File: src/rtl/bcd_arb_pkg.sv
// rtl/bcd_arb_pkg.sv - shared constants, tag type and range helper for bcd_cvt_arbiter
package bcd_arb_pkg;

    localparam int DATA_W   = 17;
    localparam int DEC_W    = 20;
    localparam int ID_MAX_W = 3;

    localparam logic [DATA_W-1:0] MAG_MAX     = 17'd32767;
    localparam logic [DATA_W-1:0] MAG_NEG_MAX = 17'h18001;
    localparam logic [DEC_W-1:0]  MAG_MAX_BCD = 20'h32767;

    typedef struct packed {
        logic                valid;
        logic [ID_MAX_W-1:0] id;
        logic                neg;
        logic                err;
    } tag_t;

    // Valid range is the symmetric [-32767, 32767]; -32768 has no positive twin.
    function automatic logic out_of_range(input logic [DATA_W-1:0] d);
        return (~d[16] & d[15]) | (d[16] & (~d[15] | (d[14:0] == 15'd0)));
    endfunction

endpackage

File: src/rtl/bcd_cvt_arbiter_rr_arbiter.sv
// rtl/bcd_cvt_arbiter_rr_arbiter.sv - combinational round-robin arbiter, search starts after i_ptr
module rr_arbiter #(
    parameter  int N = 4,
    localparam int W = $clog2(N)
) (
    input  logic [N-1:0] i_req,
    input  logic [W-1:0] i_ptr,
    output logic [N-1:0] o_grant,
    output logic [W-1:0] o_idx
);

    logic w_found;
    int   w_pos;

    always_comb begin
        o_grant = '0;
        o_idx   = '0;
        w_found = 1'b0;
        w_pos   = 0;
        for (int k = 1; k <= N; k++) begin
            w_pos = (int'(i_ptr) + k) % N;
            if (!w_found && i_req[W'(w_pos)]) begin
                w_found              = 1'b1;
                o_grant[W'(w_pos)]   = 1'b1;
                o_idx                = W'(w_pos);
            end
        end
    end

endmodule

File: src/rtl/bcd_cvt_arbiter.sv
// rtl/bcd_cvt_arbiter.sv - shares one 3-cycle binary-to-BCD converter among N_REQ requesters
// Optional saturation of out-of-range operands: define BCD_ARB_SAT_EN.
module bcd_cvt_arbiter
    import bcd_arb_pkg::*;
#(
    parameter  int N_REQ   = 4,
    parameter  int CVT_LAT = 3,
    localparam int ID_W    = $clog2(N_REQ)
) (
    input  logic                      clk,
    input  logic                      rst_n,
    input  logic [N_REQ-1:0]          req_valid,
    output logic [N_REQ-1:0]          req_ready,
    input  logic [DATA_W*N_REQ-1:0]   req_data,
    output logic [DATA_W-1:0]         cvt_hex,
    input  logic [DEC_W-1:0]          cvt_dec,
    output logic                      resp_valid,
    output logic [ID_W-1:0]           resp_id,
    output logic [DEC_W-1:0]          resp_dec,
    output logic                      resp_neg,
    output logic                      resp_err,
    output logic                      busy
);

    logic [N_REQ-1:0]  w_grant;
    logic [ID_W-1:0]   w_idx;
    logic [ID_W-1:0]   r_ptr;
    logic              w_xfer;
    logic [DATA_W-1:0] w_data;
    logic [DATA_W-1:0] w_operand;
    logic              w_err;
    logic              w_neg;
    logic              w_busy;
    tag_t              r_tag [0:CVT_LAT];

    rr_arbiter #(.N(N_REQ)) u_rr (
        .i_req   (req_valid),
        .i_ptr   (r_ptr),
        .o_grant (w_grant),
        .o_idx   (w_idx)
    );

    assign req_ready = w_grant;
    assign w_xfer    = |req_valid;

    always_comb begin
        w_data = '0;
        for (int i = 0; i < N_REQ; i++) begin
            if (w_grant[i]) w_data = req_data[i*DATA_W +: DATA_W];
        end
    end

    assign w_err = out_of_range(w_data);
    assign w_neg = w_data[DATA_W-1];

    always_comb begin
        w_operand = w_data;
`ifdef BCD_ARB_SAT_EN
        if (w_err) w_operand = w_neg ? MAG_NEG_MAX : MAG_MAX;
`else
        if (w_err) w_operand = '0;
`endif
    end

    always_ff @(posedge clk or negedge rst_n) begin
        if (!rst_n) begin
            r_ptr   <= ID_W'(N_REQ - 1);
            cvt_hex <= '0;
        end else if (w_xfer) begin
            r_ptr   <= w_idx;
            cvt_hex <= w_operand;
        end
    end

    // Tag stage CVT_LAT lines up with the cycle cvt_dec carries that operand's result.
    always_ff @(posedge clk or negedge rst_n) begin
        if (!rst_n) begin
            for (int i = 0; i <= CVT_LAT; i++) r_tag[i] <= '0;
        end else begin
            r_tag[0].valid <= w_xfer;
            r_tag[0].id    <= ID_MAX_W'(w_idx);
            r_tag[0].neg   <= w_neg;
            r_tag[0].err   <= w_err;
            for (int i = 1; i <= CVT_LAT; i++) r_tag[i] <= r_tag[i-1];
        end
    end

    always_ff @(posedge clk or negedge rst_n) begin
        if (!rst_n) begin
            resp_valid <= 1'b0;
            resp_id    <= '0;
            resp_dec   <= '0;
            resp_neg   <= 1'b0;
            resp_err   <= 1'b0;
        end else if (r_tag[CVT_LAT].valid) begin
            resp_valid <= 1'b1;
            resp_id    <= ID_W'(r_tag[CVT_LAT].id);
            resp_neg   <= r_tag[CVT_LAT].neg;
            resp_err   <= r_tag[CVT_LAT].err;
`ifdef BCD_ARB_SAT_EN
            resp_dec   <= r_tag[CVT_LAT].err ? MAG_MAX_BCD : cvt_dec;
`else
            resp_dec   <= r_tag[CVT_LAT].err ? '0 : cvt_dec;
`endif
        end else begin
            resp_valid <= 1'b0;
        end
    end

    always_comb begin
        w_busy = 1'b0;
        for (int i = 0; i <= CVT_LAT; i++) w_busy = w_busy | r_tag[i].valid;
    end

    assign busy = w_busy;

endmodule

File: config.mk
export PLATFORM = sky130hd
export DESIGN_NAME = bcd_cvt_arbiter
export DESIGN_NICKNAME = d
export VERILOG_FILES = /design/src/rtl/bcd_arb_pkg.sv /design/src/rtl/bcd_cvt_arbiter_rr_arbiter.sv /design/src/rtl/bcd_cvt_arbiter.sv
export SDC_FILE = /design/constraint.sdc
export NUM_CORES = 1
export LEC_CHECK = 0
export CORE_MARGIN = 2
export CORE_UTILIZATION = 40
export DETAILED_ROUTE_END_ITERATION = 8
export HOLD_SLACK_MARGIN = 0.1
export PLACE_DENSITY = 0.78
export SYNTH_ARGS = -nofsm -noshare
export SYNTH_HDL_FRONTEND = slang
export SYNTH_SLANG_ARGS = --single-unit
export TNS_END_PERCENT = 100
File: constraint.sdc
create_clock -name clk -period 5.06 [get_ports clk]
set_input_delay 1.265 -clock clk [delete_from_list [all_inputs] [get_ports clk]]
set_output_delay 1.265 -clock clk [all_outputs]
set_load 0.01 [all_outputs]
After elaboration in Yosys (flattened, before gate mapping)
Index checks and enable logic that the tools add are counted.
W data, S select, Z words.
Storage, ports and cells
  flip-flop bits (word level): 64
  latch bits: 0
  bits in writable memories: 0
  ROM bits: 0
  input bits: 94
  output and inout port bits: 47
  logic and storage cells: 97
  memories: 0
Cells by class
  add/sub/neg operators: 4
  multipliers: 0
  div/mod/pow operators: 0
  magnitude comparators: 8
  eq/ne operators: 0
  shift-type cells: 0
  mux-type cells: 38
  bitwise logic cells: 12
  reduce and logical (&&, ||, !) cells: 12
Operator list (number)
  $mux W17: 5
  $mux W20: 1
  $lt A2 B4 Y1 const B: 4
  $mux W1: 16
  $mux W4: 4
  $logic_not A15 Y1: 1
  $or A4 B4 Y4: 3
  $bmux W1 S2: 4
  $demux W1 S2: 4
  $ge A2 B1 Y1 const B: 4
  $mux W2: 4
  $logic_and A1 B1 Y1: 7
  $or A1 B1 Y1: 5
  $add A2 B1 Y2 const B: 2
  $add A2 B2 Y2 const B: 2
  $reduce_or A4 Y1: 1
  $logic_not A1 Y1: 3
  $and A1 B1 Y1: 2
  $not A1 Y1: 2

Longest topological paths before layout
  depth after elaboration: 23
  depth in mapped cells: 15
  gate-level depth less buffers: 12

Modules after synthesis
Synthesis repeated with hierarchy kept, for this count alone.
Second synthesis, totals
  cells, all modules: 323
  area total of the unflattened synthesis: 3359.5 um^2
By module, submodules not included
  bcd_cvt_arbiter: times used 1, cells an instance 247, area each 2755.1 um^2, sequential area each 1604.0 um^2
  rr_arbiter: times used 1, cells an instance 76, area each 604.3 um^2, sequential area each 0.0 um^2

Worst setup path after synthesis
Ideal clock, no wire load.
  kind: input to output
  start point: input port req_valid[3]
  end point: output port req_ready[3]
  arrival: 3261 ps
  data required time: 3795 ps
  path slack: 534 ps
  stages on the path: 8
  path buffers: 3
  cells stage by stage: buf_2 > or3b_1 > a2111oi_2 > nor2_1 > o221a_2 > clkinv_1 > clkbuf_1 > clkbuf_1
On the way
  cells in the longest elaborated chain, start to end: 13
  elaborated cells between the ends (all ways): 28
  those cells by class: mux: 19; bitwise: 3; reduce/logical: 6
RTL lines
  start: declaration: RTL line bcd_cvt_arbiter.sv:12  | input logic [N_REQ-1:0] req_valid,
  $bmux W1 S2: RTL line bcd_cvt_arbiter_rr_arbiter.sv:22  | if (!w_found && i_req[W'(w_pos)]) begin
  $mux W1 (not written as such) (2 in a row): RTL line bcd_cvt_arbiter_rr_arbiter.sv:22
  $mux W1: RTL line bcd_cvt_arbiter_rr_arbiter.sv:22
  $logic_not A1 Y1: RTL line bcd_cvt_arbiter_rr_arbiter.sv:22
  $logic_and A1 B1 Y1: RTL line bcd_cvt_arbiter_rr_arbiter.sv:22
  $mux W1: RTL line bcd_cvt_arbiter_rr_arbiter.sv:22
  $logic_not A1 Y1: RTL line bcd_cvt_arbiter_rr_arbiter.sv:22
  $logic_and A1 B1 Y1: RTL line bcd_cvt_arbiter_rr_arbiter.sv:22
  $mux W1: RTL line bcd_cvt_arbiter_rr_arbiter.sv:22
  $logic_not A1 Y1: RTL line bcd_cvt_arbiter_rr_arbiter.sv:22
  $logic_and A1 B1 Y1: RTL line bcd_cvt_arbiter_rr_arbiter.sv:22
  $mux W4 *: RTL line bcd_cvt_arbiter_rr_arbiter.sv:22
  end: declaration: RTL line bcd_cvt_arbiter.sv:13  | output logic [N_REQ-1:0] req_ready,
Mark *: on every way between the ends. The rest lies on a longest branch, timed or not. The select of a mux whose other input is x is not followed.

Worst setup path after layout
  start point: input port req_valid[1]
  end point: output port req_ready[3]
The elaborated chain is that of the path after synthesis.

==> results.py <==
metrics = {
    "layout": {
        "post-route-util_pct": 61.4,
        "final_nets": 624,
        "syn_to_final_growth_pct": 47.9,
        "num_antenna_cells": 0,
        "n_fill_cell": 745,
        "layout-drive-gt1-share_pct": 10.1,
        "layout.cells.most_common_list": "138 x clkdlybuf4s50_1, 62 x dfrtp_1, 43 x o21ai_0",
        "layout.cells.non_filler": 635,
        "finish.instance_area_sq_mm": 0.00538,
        "final_common_cell": "clkdlybuf4s50_1",
    },
    "yosys": {
        "synth.top_cell.area_share_pct": 42.7,
        "synth_top_family_by_area": "compound AO/OA/AOI/OAI gates",
        "synth_xor_area_share_pct": 0.482,
        "synthArstFlopShare_pct": 100,
        "synth_compound_area_share_pct": 25.9,
        "ys_seq_area_share_pct": 44.1,
        "synth_area_sq_mm": 0.00364,
        "syn_area_per_cell_sq_um": 9.45,
        "synth_fa_ha_area_share_pct": 2.75,
        "synth_nets": 487,
        "ys_ff_latch": 64,
        "yosys.area_share.simple_pct": 15.5,
        "muxShareOfSynthArea_pct": 4.20,
        "synthTopCellsByArea": "dfrtp_1 43%, o21ai_0 5.9%, nand3b_1 4.5%, inv_1 2.9%, nand2_1 2.9%",
        "syn_inst": 385,
        "yosysUniqueCellTypes": 64,
        "yosysTopAreaCell": "dfrtp_1",
        "synth_flop_cell": "dfrtp_1",
        "synth-warning-count": 0,
        "synth_edf_count": 0,
    },
    "clock_tree": {
        "htreeDepth": 3,
        "clock-sinks": 64,
        "postCtsSetupRepairBufs": 0,
        "clkSlewWorstSetupHoldPaths_ns": 0.07,
        "cts_tree": "done",
        "cts.path.max_buffers": 2,
        "cts_buffers": 9,
        "insertion_delay_ns": 0.33,
        "cts_root_buf": "clkbuf_8",
    },
    "timing": {
        "period_needed_ns": 4.92,
        "fin_ws_ns": 0.138,
        "relSlewSlack_pct": 17.2,
        "grt_setup_unrepaired": "false",
        "slew_violations": 0,
        "finalHoldViolCount": 0,
        "tns_ns": 0,
        "setup_viol": 0,
        "fin_hold_ws_ns": 0.342,
        "finalCritPeriodShare_pct": 97.3,
        "fmax_ghz": 0.203,
        "final.setup_skew_ns": 0.00586,
        "tightest_slew_ns": 1.24,
    },
    "worst_setup_path": {
        "cpMostUsedCell": "clkdlybuf4s50_1",
        "cp-start-kind": "input pin",
        "critPathKind": "input pin to output port",
        "cp.required_ns": 3.80,
        "cp-end-kind": "output port",
        "crit_chain": "clkdlybuf4s50_1 > or3b_1 > a2111oi_2 > nor2_1 > o221a_2 > clkinv_1 > clkdlybuf4s50_1",
        "critPathBufInv": 3,
        "cp_max_fo": 7,
        "reg2reg_from": "r_ptr[1]$_DFFE_PN1P_",
        "cp_data_arrival_time_ns": 3.66,
        "cp_slowest_cell": "clkdlybuf4s50_1",
        "cp-startpoint": "req_valid[1]",
        "critPathMaxStageDelay_ns": 0.55,
        "path_delay_family": "buffers and inverters",
    },
    "power_and_ir_drop": {
        "powerDensity_mw_per_mm2": 672,
        "irDropWorstVdd_mv": 0.527,
        "fin_total_pwr_mw": 3.61,
        "p_leak_nw": 2.22,
    },
    "route": {
        "routed_wl_um": 10400,
        "drc_errors": 0,
        "routedWlPerCell_um": 16.4,
        "ant_nets": 0,
        "vias_per_cell": 5.55,
        "detail_route.first_pass.iterations": 5,
        "vias": 3527,
        "drt-initial-drc-count": 164,
    },
    "global_route": {
        "grt_start_max_net_pins": 65,
        "grt_use_met2_pct": 34.3,
        "grt_pass1_wl_um": 16800,
        "grt_usage_pct": 21.3,
        "grt.met3_usage_pct": 5.34,
        "gr-usage-met1_pct": 27.8,
        "first_global_vias": 3390,
        "grt-ovfl-total": 0,
        "grt_busiest_layer": "met2",
        "antenna_found_initial": 0,
    },
    "placement": {
        "pre_cts_slack_ns": 0.0983,
        "gp_congestion": 0.849,
        "dp_hpwl_um": 7920,
        "placed_cell_area_sq_mm": 0.00515,
        "port_buffers": 140,
        "dpl.cell_count": 619,
    },
    "floorplan": {
        "die_x_um": 99.4,
        "fp.dieArea_sq_mm": 0.00987,
        "dieHeight_um": 99.4,
        "fp-row-count": 34,
        "coreArea_sq_mm": 0.00876,
        "ios": 141,
        "initial_core_util_pct": 41.5,
    },
    "run": {
        "maxCapViolations": 0,
    },
    "outcome": {
        "outcome": "completed",
    },
    "worst_hold_path": {
        "hp-class": "flop to flop",
        "holdCritStartpoint": "r_tag[15]$_DFF_PN0_",
    },
}
## kinds of logic after synthesis
logic type	after synthesis
AO/OA/AOI/OAI	135
AND/OR/NAND/NOR	105
flip-flops	64
buffers and inverters	59
multiplexers	12
adder cells (fa/ha/maj)	8
XOR/XNOR	2
## what timing repair did
action                     4_1_cts  5_1_grt
setup endpoints to repair        0        2
hold buffers                     0        0
resized for setup                0        1
## cell type report
type	count	area, sq um	area share (%)
Clock buffer	11	141	2.63
Clock inverter	5	80.1	1.49
Inverter	30	113	2.09
Multi-Input combinational cell	262	1790	33.4
Sequential cell	64	1600	29.8
Tap cell	108	135	2.51
Timing Repair Buffer	155	1510	28.1
## where the power goes
group / total (mW) / internal [mW] / switching [mW] / leakage [nW]
clock network: 0.479 / 0.290 / 0.189 / 0.106
registers: 0.838 / 0.720 / 0.118 / 0.786
logic: 2.30 / 1.07 / 1.23 / 1.32
## worst paths after layout
path / end / slack, ns / cells after the start
worst min register to register: r_tag[9]$_DFF_PN0_ / 0.34 / 0
worst min-delay path: r_tag[9]$_DFF_PN0_ / 0.34 / 0
worst max-delay path: req_ready[3] / 0.14 / 7
min in group asynchronous: resp_dec[10]$_DFFE_PN0P_ / 1.08 / 2
worst max register to register: cvt_hex[15]$_DFFE_PN0P_ / 0.87 / 12
max in group asynchronous: cvt_hex[0]$_DFFE_PN0P_ / 3.44 / 2
## state kept, by name, indices dropped and copies added (netlist names)
name	cells
cvt_hex	17
r_tag	20
resp_neg	1
r_ptr	2
resp_id	2
resp_err	1
resp_dec	20
resp_valid	1
## routing by layer
layer	up-vias	wire, um	share of wire (%)
met2	166	4930	47
met3	19	867	8.3
met5	-	0	0
met1	1659	4400	42
met4	0	221	2.1
li1	1683	-	-
## cell usage after synthesis, drive strengths merged (3+ instances only)
cell     number
inv          29
ha            8
mux2          6
a22oi         6
nand2b        3
nor3b         3
a22o          5
and2          3
a21oi        19
nand2        28
nor2         19
buf          14
o21ai        54
a2111oi       6
a221o         4
a221oi        6
a311oi        5
clkbuf       15
dfrtp        62
mux2i         4
nand3b       22
o211ai        5
nor3          4
o211a         5
nand3        10
Note: power is estimated with default switching activity, not from simulation.
